**config.mk**
```make
export PLATFORM = sky130hd
export DESIGN_NAME = fir_tap_sequencer
export DESIGN_NICKNAME = d
export VERILOG_FILES = /design/src/rtl/fir_tap_sequencer.sv
export SDC_FILE = /design/constraint.sdc
export NUM_CORES = 1
export LEC_CHECK = 0
export BUFFER_PORTS_ARGS = -buffer_cell sky130_fd_sc_hd__buf_2
export CAP_MARGIN = 20
export CORE_AREA = 5 5 95 97
export CTS_CLUSTER_SIZE = 28
export DETAILED_ROUTE_END_ITERATION = 10
export DIE_AREA = 0 0 100 102
export PLACE_DENSITY = 0.86
export SLEW_MARGIN = 20
export SYNTH_ARGS = -nofsm -noshare
export SYNTH_HDL_FRONTEND = slang
export SYNTH_SLANG_ARGS = --single-unit
```
**constraint.sdc**
```tcl
create_clock -name clk -period 3.8 [get_ports clk]
set_clock_uncertainty 0.2 [all_clocks]
set_input_delay 0.38 -clock clk [delete_from_list [all_inputs] [get_ports clk]]
set_output_delay 0.38 -clock clk [all_outputs]
set_load 0.01 [all_outputs]
```
**src/rtl/fir_tap_sequencer.sv**
```systemverilog
// Sequencer driving a 2R/2W register file that holds the FIR delay line as a circular buffer.
// Writes each accepted sample, then reads the delay line back as symmetric tap pairs.
module fir_tap_sequencer #(
  parameter int N_TAPS = 8,
  parameter int BASE   = 1,
  parameter int W      = 32
) (
  input  logic         clk,
  input  logic         rst_n,
  input  logic         s_valid,
  output logic         s_ready,
  input  logic [W-1:0] s_data,
  output logic         rf_we1,
  output logic         rf_we2,
  output logic [3:0]   rf_wa1,
  output logic [3:0]   rf_wa2,
  output logic [W-1:0] rf_wd1,
  output logic [W-1:0] rf_wd2,
  output logic [3:0]   rf_a1,
  output logic [3:0]   rf_a2,
  input  logic [W-1:0] rf_rd1,
  input  logic [W-1:0] rf_rd2,
  output logic         p_valid,
  input  logic         p_ready,
  output logic [W-1:0] p_new,
  output logic [W-1:0] p_old,
  output logic [3:0]   p_idx,
  output logic         p_last,
  output logic         busy
);

  typedef enum logic [1:0] {CLEAR, IDLE, WRITE, READ} state_t;

  localparam logic [3:0] BASE_A    = 4'(BASE);
  localparam logic [3:0] PTR_LAST  = 4'(N_TAPS - 1);
  localparam logic [2:0] HALF_LAST = 3'(N_TAPS / 2 - 1);
  localparam logic [4:0] N_MOD     = 5'(N_TAPS);

  state_t         state, state_next;
  logic [3:0]     ptr;
  logic [2:0]     j, k;
  logic [W-1:0]   sample;
  logic [4:0]     new_sum, old_sum;
  logic [3:0]     new_slot, old_slot;
  logic           pair_last;

  // Both sums stay below 2*N_TAPS, so a single conditional subtract is the modulo.
  always_comb begin
    new_sum   = {1'b0, ptr} + N_MOD - {2'b0, k};
    old_sum   = {1'b0, ptr} + 5'd1 + {2'b0, k};
    new_slot  = (new_sum >= N_MOD) ? 4'(new_sum - N_MOD) : new_sum[3:0];
    old_slot  = (old_sum >= N_MOD) ? 4'(old_sum - N_MOD) : old_sum[3:0];
    pair_last = (k == HALF_LAST);
  end

  always_ff @(posedge clk or negedge rst_n) begin
    if (!rst_n) state <= CLEAR;
    else        state <= state_next;
  end

  always_ff @(posedge clk or negedge rst_n) begin
    if (!rst_n) begin
      ptr    <= '0;
      j      <= '0;
      k      <= '0;
      sample <= '0;
    end else begin
      case (state)
        CLEAR: j <= (j == HALF_LAST) ? '0 : j + 3'd1;
        IDLE:  if (s_valid) sample <= s_data;
        WRITE: k <= '0;
        READ: begin
          if (p_ready) begin
            if (pair_last) ptr <= (ptr == PTR_LAST) ? '0 : ptr + 4'd1;
            else           k   <= k + 3'd1;
          end
        end
        default: ;
      endcase
    end
  end

  always_comb begin
    state_next = state;
    s_ready    = 1'b0;
    rf_we1     = 1'b0;
    rf_we2     = 1'b0;
    rf_wa1     = '0;
    rf_wa2     = '0;
    rf_wd1     = '0;
    rf_wd2     = '0;
    rf_a1      = '0;
    rf_a2      = '0;
    p_valid    = 1'b0;
    p_new      = '0;
    p_old      = '0;
    p_idx      = '0;
    p_last     = 1'b0;
    busy       = (state != IDLE);
    case (state)
      CLEAR: begin
        // Reset lands in CLEAR; the write strobes stay quiet until rst_n releases.
        if (rst_n) begin
          rf_we1 = 1'b1;
          rf_we2 = 1'b1;
          rf_wa1 = BASE_A + {j, 1'b0};
          rf_wa2 = BASE_A + {j, 1'b1};
        end
        if (j == HALF_LAST) state_next = IDLE;
      end
      IDLE: begin
        s_ready = 1'b1;
        if (s_valid) state_next = WRITE;
      end
      WRITE: begin
        rf_we1     = 1'b1;
        rf_wa1     = BASE_A + ptr;
        rf_wd1     = sample;
        state_next = READ;
      end
      READ: begin
        rf_a1   = BASE_A + new_slot;
        rf_a2   = BASE_A + old_slot;
        p_valid = 1'b1;
        p_new   = rf_rd1;
        p_old   = rf_rd2;
        p_idx   = {1'b0, k};
        p_last  = pair_last;
        if (p_ready && pair_last) state_next = IDLE;
      end
      default: ;
    endcase
  end

endmodule
```
Yosys cells after proc, flatten, opt, wreduce, memory -nomap -nowiden --
Cells that the tools add are included.
Storage, ports and cells: register bits 44, input bits 100, output and inout port bits 154, word-level logic and storage cells 66
Cells by class: $add $sub $neg 13, order comparisons 2, equal/unequal tests 12, muxes and demuxes 27, reduce and logical (&&, ||, !) cells 7
Operators with widths (number):
- 32-bit two-way mux | 3
- 4-bit two-way mux | 8
- 1-bit by 4-bit adder with 4-bit output, first input constant | 5
- 3-bit two-way mux | 4
- 5-bit by 4-bit greater-or-equal comparator with 1-bit output, second input constant | 2
- 2-bit != test, second input constant | 5
- 3-bit AND reduction | 3
- 2-bit one-hot mux with 4 select lines | 1
- 4-bit one-hot mux with 2 select lines | 1
- 4-bit subtractor, second input constant | 2
- 3-bit by 1-bit adder with 3-bit output, second input constant | 2
- 3-bit by 2-bit == test with 1-bit output, second input constant | 2
- 2-bit two-way mux | 3
- 3-bit one-hot mux with 2 select lines | 1
- 4-bit by 1-bit adder with 5-bit output, second input constant | 1
- 4-bit by 4-bit adder with 5-bit output, second input constant | 1
- 5-bit by 3-bit adder with 5-bit output | 1
- 1-bit two-way mux | 5
- 5-bit by 3-bit subtractor with 5-bit output | 1
- 2-bit == test, second input constant | 2
- 4-bit by 3-bit == test with 1-bit output, second input constant | 1
- 2-bit by 1-bit == test with 1-bit output, second input constant | 1
- 2-bit logical NOT | 1
- 2-bit by 1-bit != test with 1-bit output, second input constant | 1
- 4 further kinds | 4

Longest topological paths before layout --
depth after elaboration 6, depth in mapped cells 9, gate-level depth less buffers 9

Least setup slack after synthesis --
OpenSTA, ideal clock, no wires.
path type register to output, start reg k[1], end out rf_a1[3], data arrival time 2.061 ns, data required time 3.220 ns, slack 1.159 ns, cell stages (with the launch flop) 8, buffers on the path 0, path through dfrtp_1 -> inv_1 -> ha_1 -> ha_1 -> inv_1 -> fa_1 -> or3_1 -> mux2i_1
Between the ends: cells in the longest elaborated chain, start to end 5, elaborated cells on any way between the ends 6, classes of those cells 3 x add/sub; 1 x order compare; 2 x mux
Ends and longest elaborated chain:
- from (decl) | RTL line 41 | logic [2:0] j, k;
- from (signal assigned) | RTL line 75 | else k <= k + 3'd1;
- 5-bit by 3-bit subtractor with 5-bit output (*) | RTL line 49 | new_sum = {1'b0, ptr} + N_MOD - {2'b0, k};
- 4-bit subtractor or 5-bit by 4-bit greater-or-equal comparator with 1-bit output (tied branches) | RTL line 51 | new_slot = (new_sum >= N_MOD) ? 4'(new_sum - N_MOD) : new_sum[3:0];
- 4-bit two-way mux (*) | RTL line 51
- 1-bit by 4-bit adder with 4-bit output (*) | RTL line 122 | rf_a1 = BASE_A + new_slot;
- 4-bit two-way mux (*) | RTL line 100 | case (state)
- to (decl) | RTL line 19 | output logic [3:0] rf_a1,
Every way passes the cells marked *; elsewhere a longest branch is shown, timed or not.

Worst setup path in the final report --
Same ends and word-level chain as after synthesis.

==> results_dict.tcl <==
set metrics [dict create \
    outcome "finished clean" \
    numCtsBuffers 5 \
    total_power_mw 3.19 \
    core_area_sq_um 8050 \
    dr.pass1.iters 6 \
    grt_pass1_wl_microns 14800 \
    grt_pass1_vias 3039 \
    peakVddDrop_v 0.000400 \
    start_util_pct 40.7 \
    r2r-start "state[0]" \
    place_congestion 0.862 \
    clkTransAtPathRegs_ps 80 \
    ant_nets 0 \
    required_ps 3220 \
    clockBufferDepth 2 \
    r2r_cells 4 \
    overflow 0 \
    ios 254 \
    die_h_microns 102 \
    max_slew_margin_pct 61.1 \
    yosysWarnings 0 \
    cts-root-buf "clkbuf_8" \
    drv_cap 0 \
    seq_area_frac_synth_pct 33.6 \
    cts_resized 0 \
    cp_max_fo 6 \
    fillers 728 \
    placed_area_sq_um 4320 \
    rsz0062_at_grt "false" \
    critical_path.cell_chain "inv_1 -> ha_1 -> ha_1 -> inv_1 -> fa_1 -> or3_1 -> mux2i_1 -> buf_2" \
    fmax_mhz 320 \
    totalWireLength_microns 9480 \
    drt-vias-per-instance 4.52 \
    cts_tree "built" \
    die_x_microns 100 \
    p_per_area_nw_per_um2 720 \
    route.detailed.drc 0 \
    tns_ps 0 \
    synth-edff-count 0 \
    syn_area_sq_um 3270 \
    path_delay_family "adder cells" \
    synthCells 348 \
    worst-slew-pin-transition_ps 583 \
    r2r_end "state[1]" \
    layout.nets 686 \
    cts_setup_buffers 0 \
    port_buffers 219 \
    fin_crit_sh_pct 82.3 \
    area_delta_synth_final_pct 35.5 \
    num_rows 33 \
    dp.final_hpwl_microns 8020 \
    yosysTopAreaCellShare_pct 33.6 \
    cp_num_buf_inv 3 \
    r2r_setup_slack_ps 1690 \
    ctsHoldBuffers 0 \
    timing.final.crit_period_ps 3130 \
    avgSynthCellArea_sq_um 9.41 \
    antenna_cells 0 \
    die_area_sq_um 10200 \
    crit_path_top_delay_cell "dfrtp_1" \
    maxSlewViolCount 0 \
    antenna_found_initial 2 \
    synth_ff_type "dfrtp_1" \
    drt_iter0_drc 53 \
    path_class "reg2out" \
    start_kind "register" \
    cpPeakStageDelay_ps 470 \
    cp_data_arrival_time_ps 2550 \
    route.vias.total 3008 \
    worstHoldPathType "in2async" \
    end_kind "output pin" \
    synth_cell_types 33 \
    finalSetupViolCount 0 \
    final_area_sq_um 4440 \
    grtUsageTotal_pct 17.8 \
    async_flop_share_pct 100 \
    htree_num_levels 2 \
    synth.largest_area_cell "dfrtp_1" \
    drive_above_1_share_pct 46.5 \
    yosys_register_bits 44 \
    synth_common_cells "and2_1, dfrtp_1, buf_4, mux2_2, ha_1" \
    grt_max_degree 77 \
    yosysMostFrequentCell "and2_1" \
    wl_per_cell_microns 14.2 \
    finalHoldViolations 0 \
    clock-sinks 44 \
    final_util_pct 55.1 \
    synth_area_leaders "dfrtp_1, and2_1, mux2_2, ha_1, buf_4" \
    clock_latency_ps 280 \
    leakage_nw 2.60 \
]
==> layout make-up <==
cell class | count | area, sq um | area share (%)
Multi-Input combinational cell | 262 | 1880 | 42.3
Clock buffer | 5 | 68.8 | 1.55
Sequential cell | 44 | 1100 | 24.8
Timing Repair Buffer | 223 | 1130 | 25.4
Inverter | 24 | 90.1 | 2.03
Clock inverter | 3 | 42.5 | 0.959
Tap cell | 105 | 131 | 2.96
==> worst max-delay path by stage <==
| stage | startpoint | endpoint | slack (ps) | depth (start not counted) |
|---|---|---|---|---|
| after floorplan | k[1] | rf_a1[3] | 1160 | 7 |
| after global placement | k[1] | rf_a1[3] | 1060 | 8 |
| after detailed placement | k[1] | rf_a1[3] | 980 | 8 |
| after CTS | k[1] | rf_a1[3] | 650 | 8 |
| after global routing | k[1] | rf_a1[3] | 520 | 8 |
| final | k[1] | rf_a1[3] | 670 | 8 |
==> metal layers <==
metal	track usage, %	wire length, microns	vias up
li1	-	-	1458
met1	21.0	3650	1393
met2	31.4	4740	143
met3	7.03	1000	10
met4	2.90	57	4
met5	0	24	-
==> where the power goes <==
part / switching (mW) / internal, mW / total, mW
Clock: 0.154 / 0.194 / 0.348
Combinational: 1.08 / 0.924 / 2.01
Sequential: 0.142 / 0.694 / 0.835
==> stage by stage <==
step                hold slack (ps)  instances  setup WS, ps
detailed placement              282        658           979
finish                         20.3        666           674
global placement                268        658          1060
global route                   60.2        666           521
CTS                            38.7        666           649
floorplan                      -116        381          1160
==> registers in the layout, indices dropped and copies added, names as in the netlist <==
register,cells
sample,32
ptr,4
j,3
k,3
state,2
==> logic make-up (layout without fill, tap and decap cells) <==
logic type               after synthesis  after routing  share of synthesized area (%)
other                                  1             34                          0.115
flip-flops                            44             44                           33.6
multiplexers                          39             39                           13.2
AND/OR/NAND/NOR                      135            135                           23.8
XOR/XNOR                               7              7                           1.87
AO/OA/AOI/OAI                         21             21                           4.05
adder cells (fa/ha/maj)               26             26                           10.4
buffers and inverters                 75            255                           12.9
==> cell usage in the layout (no fill, tap or decap), drive strengths merged <==
cell and instances:
a22o 2, xnor2 4, mux2 34, mux2i 5, nand3b 1, fa 2, buf 223, o21bai 1
nand2b 2, o21ai 11, bufinv 1, ha 24, o22ai 2, a41oi 1, xor2 3, clkinv 1
and3 2, nor2 11, or3 2, nor2b 1, a211oi 1, conb 34, nand3 2, a21oi 1
o22a 1, nand2 14, clkbuf 5, clkinvlp 1, inv 24, dfrtp 44, and2 100, a222oi 1
Note: power is estimated with default switching activity, not from simulation.
